--- config.mk ---
export PLATFORM = sky130hd
export DESIGN_NAME = ws2812_rx
export DESIGN_NICKNAME = d
export VERILOG_FILES = /design/src/rtl/ws2812_pkg.sv /design/src/rtl/ws2812_sync.sv /design/src/rtl/ws2812_rx.sv
export SDC_FILE = /design/constraint.sdc
export NUM_CORES = 1
export LEC_CHECK = 0
export BUFFER_PORTS_ARGS = -buffer_cell sky130_fd_sc_hd__buf_2
export CORE_MARGIN = 2
export CORE_UTILIZATION = 40
export CTS_CLUSTER_SIZE = 12
export DETAILED_ROUTE_END_ITERATION = 8
export GPL_ROUTABILITY_DRIVEN = 0
export HOLD_SLACK_MARGIN = 0.02
export PLACE_DENSITY_LB_ADDON = 0.2
export SYNTH_ARGS = -nofsm -noshare
export SYNTH_HDL_FRONTEND = slang
export SYNTH_HIERARCHICAL = 1
export SYNTH_SLANG_ARGS = --single-unit
--- constraint.sdc ---
create_clock -name clk -period 2.3 [get_ports clk]
set_input_delay 0.23 -clock clk [delete_from_list [all_inputs] [get_ports clk]]
set_output_delay 0.23 -clock clk [all_outputs]
set_load 0.01 [all_outputs]
--- src/rtl/ws2812_pkg.sv ---
// WS2812 line timing shared by the transmitter and receiver, plus the receiver state encoding.
package ws2812_pkg;
  localparam int T0H_NS          = 350;
  localparam int T1H_NS          = 900;
  localparam int T_PERIOD_NS     = 1250;
  localparam int T_THRESH_NS     = 600;
  localparam int T_RESET_NS      = 50_000;
  localparam int T_RESET_LONG_NS = 280_000;

  typedef enum logic [1:0] {ST_SYNC, ST_IDLE, ST_HIGH, ST_LOW} rx_state_e;

  // Rounds up so a generated pulse is never shorter than its nominal width.
  function automatic int ns2cyc(input int ns, input int clk_mhz);
    return (ns * clk_mhz + 999) / 1000;
  endfunction
endpackage

--- src/rtl/ws2812_sync.sv ---
// Two-flop synchronizer for the raw line, with edge strobes aligned to the synchronized level.
module ws2812_sync (
  input  logic clk,
  input  logic reset,
  input  logic d_i,
  output logic q_o,
  output logic rise_o,
  output logic fall_o
);
  logic s1_q, s2_q, rise_q, fall_q;

  // Edges come from the s1/s2 pair so each strobe is high in the same cycle q_o changes.
  always_ff @(posedge clk) begin
    if (reset) begin
      s1_q   <= 1'b0;
      s2_q   <= 1'b0;
      rise_q <= 1'b0;
      fall_q <= 1'b0;
    end else begin
      s1_q   <= d_i;
      s2_q   <= s1_q;
      rise_q <= s1_q & ~s2_q;
      fall_q <= ~s1_q & s2_q;
    end
  end

  assign q_o    = s2_q;
  assign rise_o = rise_q;
  assign fall_o = fall_q;
endmodule

--- src/rtl/ws2812_rx.sv ---
// WS2812 receiver: measures high pulses, assembles MSB-first 24-bit words, flags the latch gap.
module ws2812_rx import ws2812_pkg::*; #(
  parameter int NUM_LEDS     = 8,
  parameter int CLK_MHZ      = 12,
  parameter int T_BIT_THRESH = (CLK_MHZ * T_THRESH_NS) / 1000,
  parameter int T_HIGH_MAX   = CLK_MHZ * 5,
  parameter int T_RESET_DET  = CLK_MHZ * 50,
  localparam int IW = $clog2(NUM_LEDS + 1)
) (
  input  logic          clk,
  input  logic          reset,
  input  logic          din,
  output logic [23:0]   rgb_data,
  output logic          rgb_valid,
  output logic [IW-1:0] led_index,
  output logic          frame_done,
  output logic [IW-1:0] led_count,
  output logic          error
);
  localparam int LW = $clog2(T_RESET_DET + 1);
  localparam int HW = $clog2(T_HIGH_MAX + 1);
  localparam logic [LW-1:0] LO_DET = LW'(T_RESET_DET);
  localparam logic [HW-1:0] HI_MAX = HW'(T_HIGH_MAX);
  localparam logic [HW-1:0] HI_THR = HW'(T_BIT_THRESH);
  localparam logic [IW-1:0] N_MAX  = IW'(NUM_LEDS);

  logic din_s, rise, fall;

  ws2812_sync u_sync (
    .clk    (clk),
    .reset  (reset),
    .d_i    (din),
    .q_o    (din_s),
    .rise_o (rise),
    .fall_o (fall)
  );

  rx_state_e     state_q, state_d;
  logic [HW-1:0] high_q, high_d, high_inc;
  logic [LW-1:0] low_q, low_d, low_inc;
  logic [4:0]    bits_q, bits_d;
  logic [23:0]   shift_q, shift_d, word_w;
  logic [IW-1:0] idx_q, idx_d;
  logic [23:0]   data_q, data_d;
  logic [IW-1:0] index_q, index_d, count_q, count_d;
  logic          valid_q, valid_d, done_q, done_d, err_q, err_d;
  logic          bit_w;

  assign high_inc = (high_q == HI_MAX) ? high_q : high_q + 1'b1;
  assign low_inc  = (low_q == LO_DET) ? low_q : low_q + 1'b1;
  assign bit_w    = (high_q >= HI_THR);
  assign word_w   = {shift_q[22:0], bit_w};

  always_ff @(posedge clk) begin
    if (reset) begin
      state_q <= ST_SYNC;
      high_q  <= '0;
      low_q   <= '0;
      bits_q  <= '0;
      shift_q <= '0;
      idx_q   <= '0;
      data_q  <= '0;
      index_q <= '0;
      count_q <= '0;
      valid_q <= 1'b0;
      done_q  <= 1'b0;
      err_q   <= 1'b0;
    end else begin
      state_q <= state_d;
      high_q  <= high_d;
      low_q   <= low_d;
      bits_q  <= bits_d;
      shift_q <= shift_d;
      idx_q   <= idx_d;
      data_q  <= data_d;
      index_q <= index_d;
      count_q <= count_d;
      valid_q <= valid_d;
      done_q  <= done_d;
      err_q   <= err_d;
    end
  end

  always_comb begin
    state_d = state_q;
    high_d  = high_q;
    low_d   = low_q;
    bits_d  = bits_q;
    shift_d = shift_q;
    idx_d   = idx_q;
    data_d  = data_q;
    index_d = index_q;
    count_d = count_q;
    valid_d = 1'b0;
    done_d  = 1'b0;
    err_d   = 1'b0;
    case (state_q)
      // Wait for a full latch gap so decoding never starts mid-word.
      ST_SYNC: begin
        if (din_s) low_d = '0;
        else begin
          low_d = low_inc;
          if (low_inc == LO_DET) begin
            state_d = ST_IDLE;
            low_d   = '0;
          end
        end
      end
      ST_IDLE: begin
        if (rise) begin
          state_d = ST_HIGH;
          high_d  = HW'(1);
        end
      end
      ST_HIGH: begin
        if (fall) begin
          shift_d = word_w;
          low_d   = LW'(1);
          state_d = ST_LOW;
          if (bits_q == 5'd23) begin
            bits_d = '0;
            if (idx_q < N_MAX) begin
              data_d  = word_w;
              valid_d = 1'b1;
              index_d = idx_q;
              idx_d   = idx_q + 1'b1;
            end else err_d = 1'b1;
          end else bits_d = bits_q + 1'b1;
        end else begin
          high_d = high_inc;
          if (high_inc == HI_MAX) begin
            err_d   = 1'b1;
            shift_d = '0;
            bits_d  = '0;
            idx_d   = '0;
            low_d   = '0;
            state_d = ST_SYNC;
          end
        end
      end
      ST_LOW: begin
        if (rise) begin
          state_d = ST_HIGH;
          high_d  = HW'(1);
        end else begin
          low_d = low_inc;
          if (low_inc == LO_DET) begin
            state_d = ST_IDLE;
            done_d  = 1'b1;
            count_d = idx_q;
            err_d   = (bits_q != '0);
            idx_d   = '0;
            bits_d  = '0;
            shift_d = '0;
            low_d   = '0;
          end
        end
      end
      default: state_d = ST_SYNC;
    endcase
  end

  assign rgb_data   = data_q;
  assign rgb_valid  = valid_q;
  assign led_index  = index_q;
  assign frame_done = done_q;
  assign led_count  = count_q;
  assign error      = err_q;
endmodule
After elaboration in Yosys (flattened, before gate mapping)
Index checks and enable logic that the tools add are counted.

word-level totals
  bits in registers = 89
  output and inout bits = 35
  logic and storage cells = 108

cells by class
  reduce and logical (&&, ||, !) cells = 15
  order comparisons = 2
  equality and inequality tests = 17
  multiplexer cells = 45
  bitwise operators = 9
  $add $sub $neg = 4

operators with widths
  operator                                                               number
  23-bit 2-to-1 mux                                                      4
  10-bit 2-to-1 mux                                                      6
  23-bit one-hot mux with 2 select lines                                 1
  10-bit one-hot mux with 3 select lines                                 1
  5-bit 2-to-1 mux                                                       5
  4-bit 2-to-1 mux                                                       6
  10-bit == test, second input constant                                  2
  6-bit 2-to-1 mux                                                       3
  6-bit == test, second input constant                                   2
  2-bit 2-to-1 mux                                                       6
  6-bit one-hot mux with 2 select lines                                  1
  3-bit AND reduction                                                    4
  10-bit by 1-bit adder with 10-bit output, second input constant        1
  5-bit one-hot mux with 2 select lines                                  1
  1-bit 2-to-1 mux                                                       8
  2-bit inequality test, second input constant                           4
  2-bit one-hot mux with 4 select lines                                  1
  4-bit one-hot mux with 2 select lines                                  1
  4-bit AND reduction                                                    2
  1-bit inverter                                                         7
  6-bit by 1-bit adder with 6-bit output, second input constant          1
  6-bit by 3-bit >= comparator with 1-bit output, second input constant  1
  3-bit inequality test, second input constant                           2
  6-bit AND reduction                                                    1
  17 further kinds                                                       21

Logic depth before layout (Yosys ltp)
  word-level depth = 6
  mapped depth = 9
  mapped depth without buffers = 8

Cells and area by module
The synthesis kept the hierarchy.

modules (own cells, without submodules)
  module       area an instance (um2)  cells an instance  times used
  ws2812_rx    3652.3                  440                1
  ws2812_sync  117.6                   8                  1

Worst setup path after synthesis
No wires, ideal clock.

  kind = reg-to-reg
  from = register low_q[0]
  to = register shift_q[14]
  cell stages (with the launch flop) = 10
  path slack = 58 ps
  library setup time = 134 ps
  arrival time = 2108 ps
  path through = dfxtp_1 > inv_1 > ha_1 > nand4_2 > or4_1 > a22oi_1 > a31oi_1 > nor3_4 > buf_6 > o22ai_1

on the way
  word-level cells in the longest chain between the ends = 5

ends and longest elaborated chain
  element                                                                            line              source
  from (decl)                                                                        ws2812_rx.sv:40   logic [LW-1:0] low_q, low_d, low_inc;
  from (signal assigned)                                                             ws2812_rx.sv:71   low_q <= low_d;
  10-bit by 1-bit adder with 10-bit output / 10-bit == test (equally long branches)  ws2812_rx.sv:50   assign low_inc = (low_q == LO_DET) ? low_q : low_q + 1'b1;
  10-bit 2-to-1 mux *                                                                ws2812_rx.sv:50
  10-bit == test *                                                                   ws2812_rx.sv:147  if (low_inc == LO_DET) begin
  2-bit inequality test (no line) *                                                  --
  4-bit AND reduction (no line) *                                                    --
  to (signal assigned)                                                               ws2812_rx.sv:73   shift_q <= shift_d;
  to (decl)                                                                          ws2812_rx.sv:42   logic [23:0] shift_q, shift_d, word_w;

Every way passes the cells marked *; elsewhere a longest branch is shown, timed or not.
A chain may end at the register's enable or synchronous reset.

Final worst setup path
  from = register low_q[0]
  to = register shift_q[20]

Same word-level chain as after synthesis.

==> metrics.md <==
| Metric | Value |
|---|---|
| Outcome | `completed` |
| Leak pwr | `0.00163 uW` |
| Longest Clk Path Bufs | `2` |
| Drt pass-1 iters | `5` |
| Core Area | `9200 sq um` |
| GRT overflow | `0` |
| # DRC | `0` |
| Clk sinks | `89` |
| Critical path type | `flip-flop to flip-flop` |
| Switching power total | `622 uW` |
| Reg power frac | `59.8%` |
| R2R cell count | `9` |
| Final max-slew violation count | `0` |
| Core Util, Final | `48.4%` |
| Rel. slew slack | `55.6%` |
| Nets | `511` |
| Syn nets | `458` |
| I/O Buffers | `37` |
| Cell Area, Synth | `3770 sq um` |
| Vert. Die Dim | `101 um` |
| Critical path peak fanout | `14` |
| Cells along the critical path | `inv_1 > ha_1 > nand4_2 > or4_4 > a22oi_2 > a31oi_2 > nor3_4 > clkbuf_16 > o22ai_1` |
| RR Endpoint | `shift_q[20]` |
| Row count | `35` |
| Startpoint Class | `flip-flop` |
| Fmax | `0.443 GHz` |
| GRT Resource Usage Total | `17.4%` |
| IO Pins | `38` |
| Clk Latency, worst-skew pair | `0.35 ns` |
| DP HPWL | `5770 um` |
| Clock Root Buffer | `clkbuf_8` |
| Max incr delay on CP | `0.47 ns` |
| Fin crit share | `98.1%` |
| Clk slew on worst S/H paths | `0.09 ns` |
| Ant diodes | `0` |
| Synth Register Bits | `89` |
| H-tree depth | `3` |
| Peak supply drop | `0.000262 V` |
| Die area | `10,200 sq um` |
| Register-to-register setup slack | `0.04 ns` |
| Hold_sp | `din` |
| Post-DRT Antenna Nets | `0` |
| Starting Density | `41.0%` |
| Final setup vio count | `0` |
| Final Hold Slack | `0.0957 ns` |
| Total CTS buffers | `9` |
| Yosys cell types | `52` |
| CTS tree | `built` |
| Worst EP arrival | `2.49 ns` |
| Pin count of the biggest net entering global routing | `48` |
| Number of max-cap violations | `0` |
| Syn-to-layout area delta | `18.2%` |
| Hold Fails Final Rpt | `0` |
| Syn avg cell area | `8.41 sq um` |
| Hold Path Sink | `u_sync/s1_q` |
| Vias in the first global route | `3,057` |
| Worst endpoint required time | `2.53 ns` |
| Net Sw Frac | `24.0%` |
| Post-synth EDFFs | `0` |
| Commonest register cell after synthesis | `dfxtp_1` |
| Asr flop ratio synth | `0%` |
| Layout cell share with drive strength beyond 1 | `20.0%` |
| Initial antenna violation count | `0` |
| Pint | `1970 uW` |
| Crit path capture type | `flip-flop` |
| Final wirelength | `8620 um` |
| YS warnings | `6` |
| Most common cell after layout, fill and taps aside | `nand2_1` |
| Hold depth | `2` |
| Post-Syn Instances | `448` |
| First-pass GRT wire length | `14,300 um` |
| PD cells | `582 nW/um^2` |
| Via count | `3,427` |
| Worst Max-Slew Pin Slew | `0.659 ns` |
| Initial drt markers | `191` |
| Setup Fix Bufs, Post-CTS | `0` |
| Hold WC Path Type | `primary input to flip-flop` |
| Die Wd | `101 um` |
| CP max-delay cell | `or4_4` |
| Clk_skew | `0.0132 ns` |
| RR Startpoint | `low_q[0]` |
| Commonest cells after routing, fill and taps aside | `nand2_1, dfxtp_1, a21oi_1` |
| Gate power share | `3.1%` |
| Sequential fraction of the synthesis area | `47.3%` |
| DR WL/cell | `14.0 um` |
| Via density per instance | `5.55` |
| Clk pwr share | `37.1%` |
| Period minus WS final | `2.26 ns` |
| Unrepaired setup endpoints after global routing | `yes` |
-- cells in the mapped netlist (all sizes together), types with 5 or more instances --
cell type | n | share of area, %
nand2 | 97 | 9.7
inv | 18 | 1.8
clkbuf | 18 | 1.8
nor3 | 10 | 1.6
dfxtp | 89 | 47
nand3 | 10 | 1.3
nor2 | 26 | 2.6
nor4 | 5 | 0.83
a21oi | 41 | 5.4
a31oi | 5 | 0.83
mux2i | 6 | 1.6
a311oi | 9 | 2.1
and3 | 5 | 0.83
o21ai | 14 | 1.9
a211oi | 7 | 1.7
nor2b | 6 | 1.0
o22ai | 23 | 3.8
ha | 7 | 2.3
-- layout make-up --
type                    instances  area [sq um]
clock buffers                  11           131
multi-input cells             319          1870
clock inverters                 5          40.0
fillers                       922          4740
repair buffers                 64           418
flip-flops and latches         89          1790
well taps                     111           139
inverters                      18          67.6
-- critical path: cells and delay by family (launching register included) --
kind                       cells  cell delay (ns)
adders and majority gates      1             0.16
and+or+nand+nor                3             0.89
AOI/OAI and AO/OA              3             0.48
DFF                            1             0.32
buffers and inverters          2             0.28
-- power by group through the flow --
| stage | clock [uW] | combinational [uW] | sequential, uW |
|---|---|---|---|
| 2_1_floorplan | 0 | 48.9 | 1590 |
| 3_3_place_gp | 0 | 75.2 | 1590 |
| 3_5_place_dp | 0 | 76.4 | 1590 |
| 4_1_cts | 996 | 76.7 | 1550 |
| 5_1_grt | 1050 | 87.9 | 1550 |
| 6_report | 962 | 79.6 | 1550 |
-- cells by family after synthesis --
kind of cell	after synthesis	share of synthesized area [%]
AOI/OAI and AO/OA	124	21.6
xor gates and xnor gates	3	0.697
adders and majority gates	7	2.32
buffers and inverters	40	4.45
DFF	89	47.3
muxes	6	1.59
and+or+nand+nor	179	22.0
-- state kept, by name, indices dropped and copies added, names as in the netlist --
| name | cells |
|---|---|
| low_q | 10 |
| led_count | 4 |
| u_sync/s1_q | 1 |
| idx_q | 4 |
| shift_q | 23 |
| led_index | 4 |
| rgb_valid | 1 |
| state_q | 2 |
| u_sync/rise_o | 1 |
| u_sync/fall_o | 1 |
| high_q | 6 |
| rgb_data | 24 |
| error | 1 |
| frame_done | 1 |
| u_sync/q_o | 1 |
| bits_q | 5 |
-- how the worst max path moves through the flow --
stage	start	endpoint	slack [ns]	depth (start not counted)
finish	low_q[0]	shift_q[20]	0.04	9
CTS	high_q[0]	error	0.01	8
detailed placement	high_q[0]	error	-0.04	8
global route	high_q[1]	bits_q[2]	-0.05	9
global placement	high_q[0]	error	-0.02	8
floorplan	low_q[0]	shift_q[14]	0.06	9
-- stage by stage --
| step | worst slack [ns] | instance area [sq um] | setup TNS (ns) | total power (uW) | cells |
|---|---|---|---|---|---|
| after floorplan | 0.0584 | 3770 | 0 | 1640 | 448 |
| after global placement | -0.0175 | 4210 | -0.0175 | 1660 | 600 |
| after detailed placement | -0.0380 | 4210 | -0.0380 | 1660 | 600 |
| after CTS | 0.00989 | 4380 | 0 | 2620 | 616 |
| after global routing | -0.0535 | 4450 | -0.981 | 2700 | 617 |
| final | 0.0427 | 4450 | 0 | 2590 | 617 |
-- repair_timing --
action                                 4_1_cts  5_1_grt
endpoints found under the hold margin        0        0
pin swaps                                    0        2
resized for setup                            1       14
hold buffers                                 0        0
gates cloned                                 0        1
setup endpoints to repair                    1       43
-- per-layer routing --
metal | routed length [um] | up-vias | GRT usage [%]
li1 | - | 1718 | -
met1 | 4160 | 1623 | 25.1
met2 | 4010 | 78 | 26.2
met3 | 323 | 8 | 2.70
met4 | 121 | 0 | 6.65
met5 | 0 | - | 0
(Power assumes the default switching activity.)
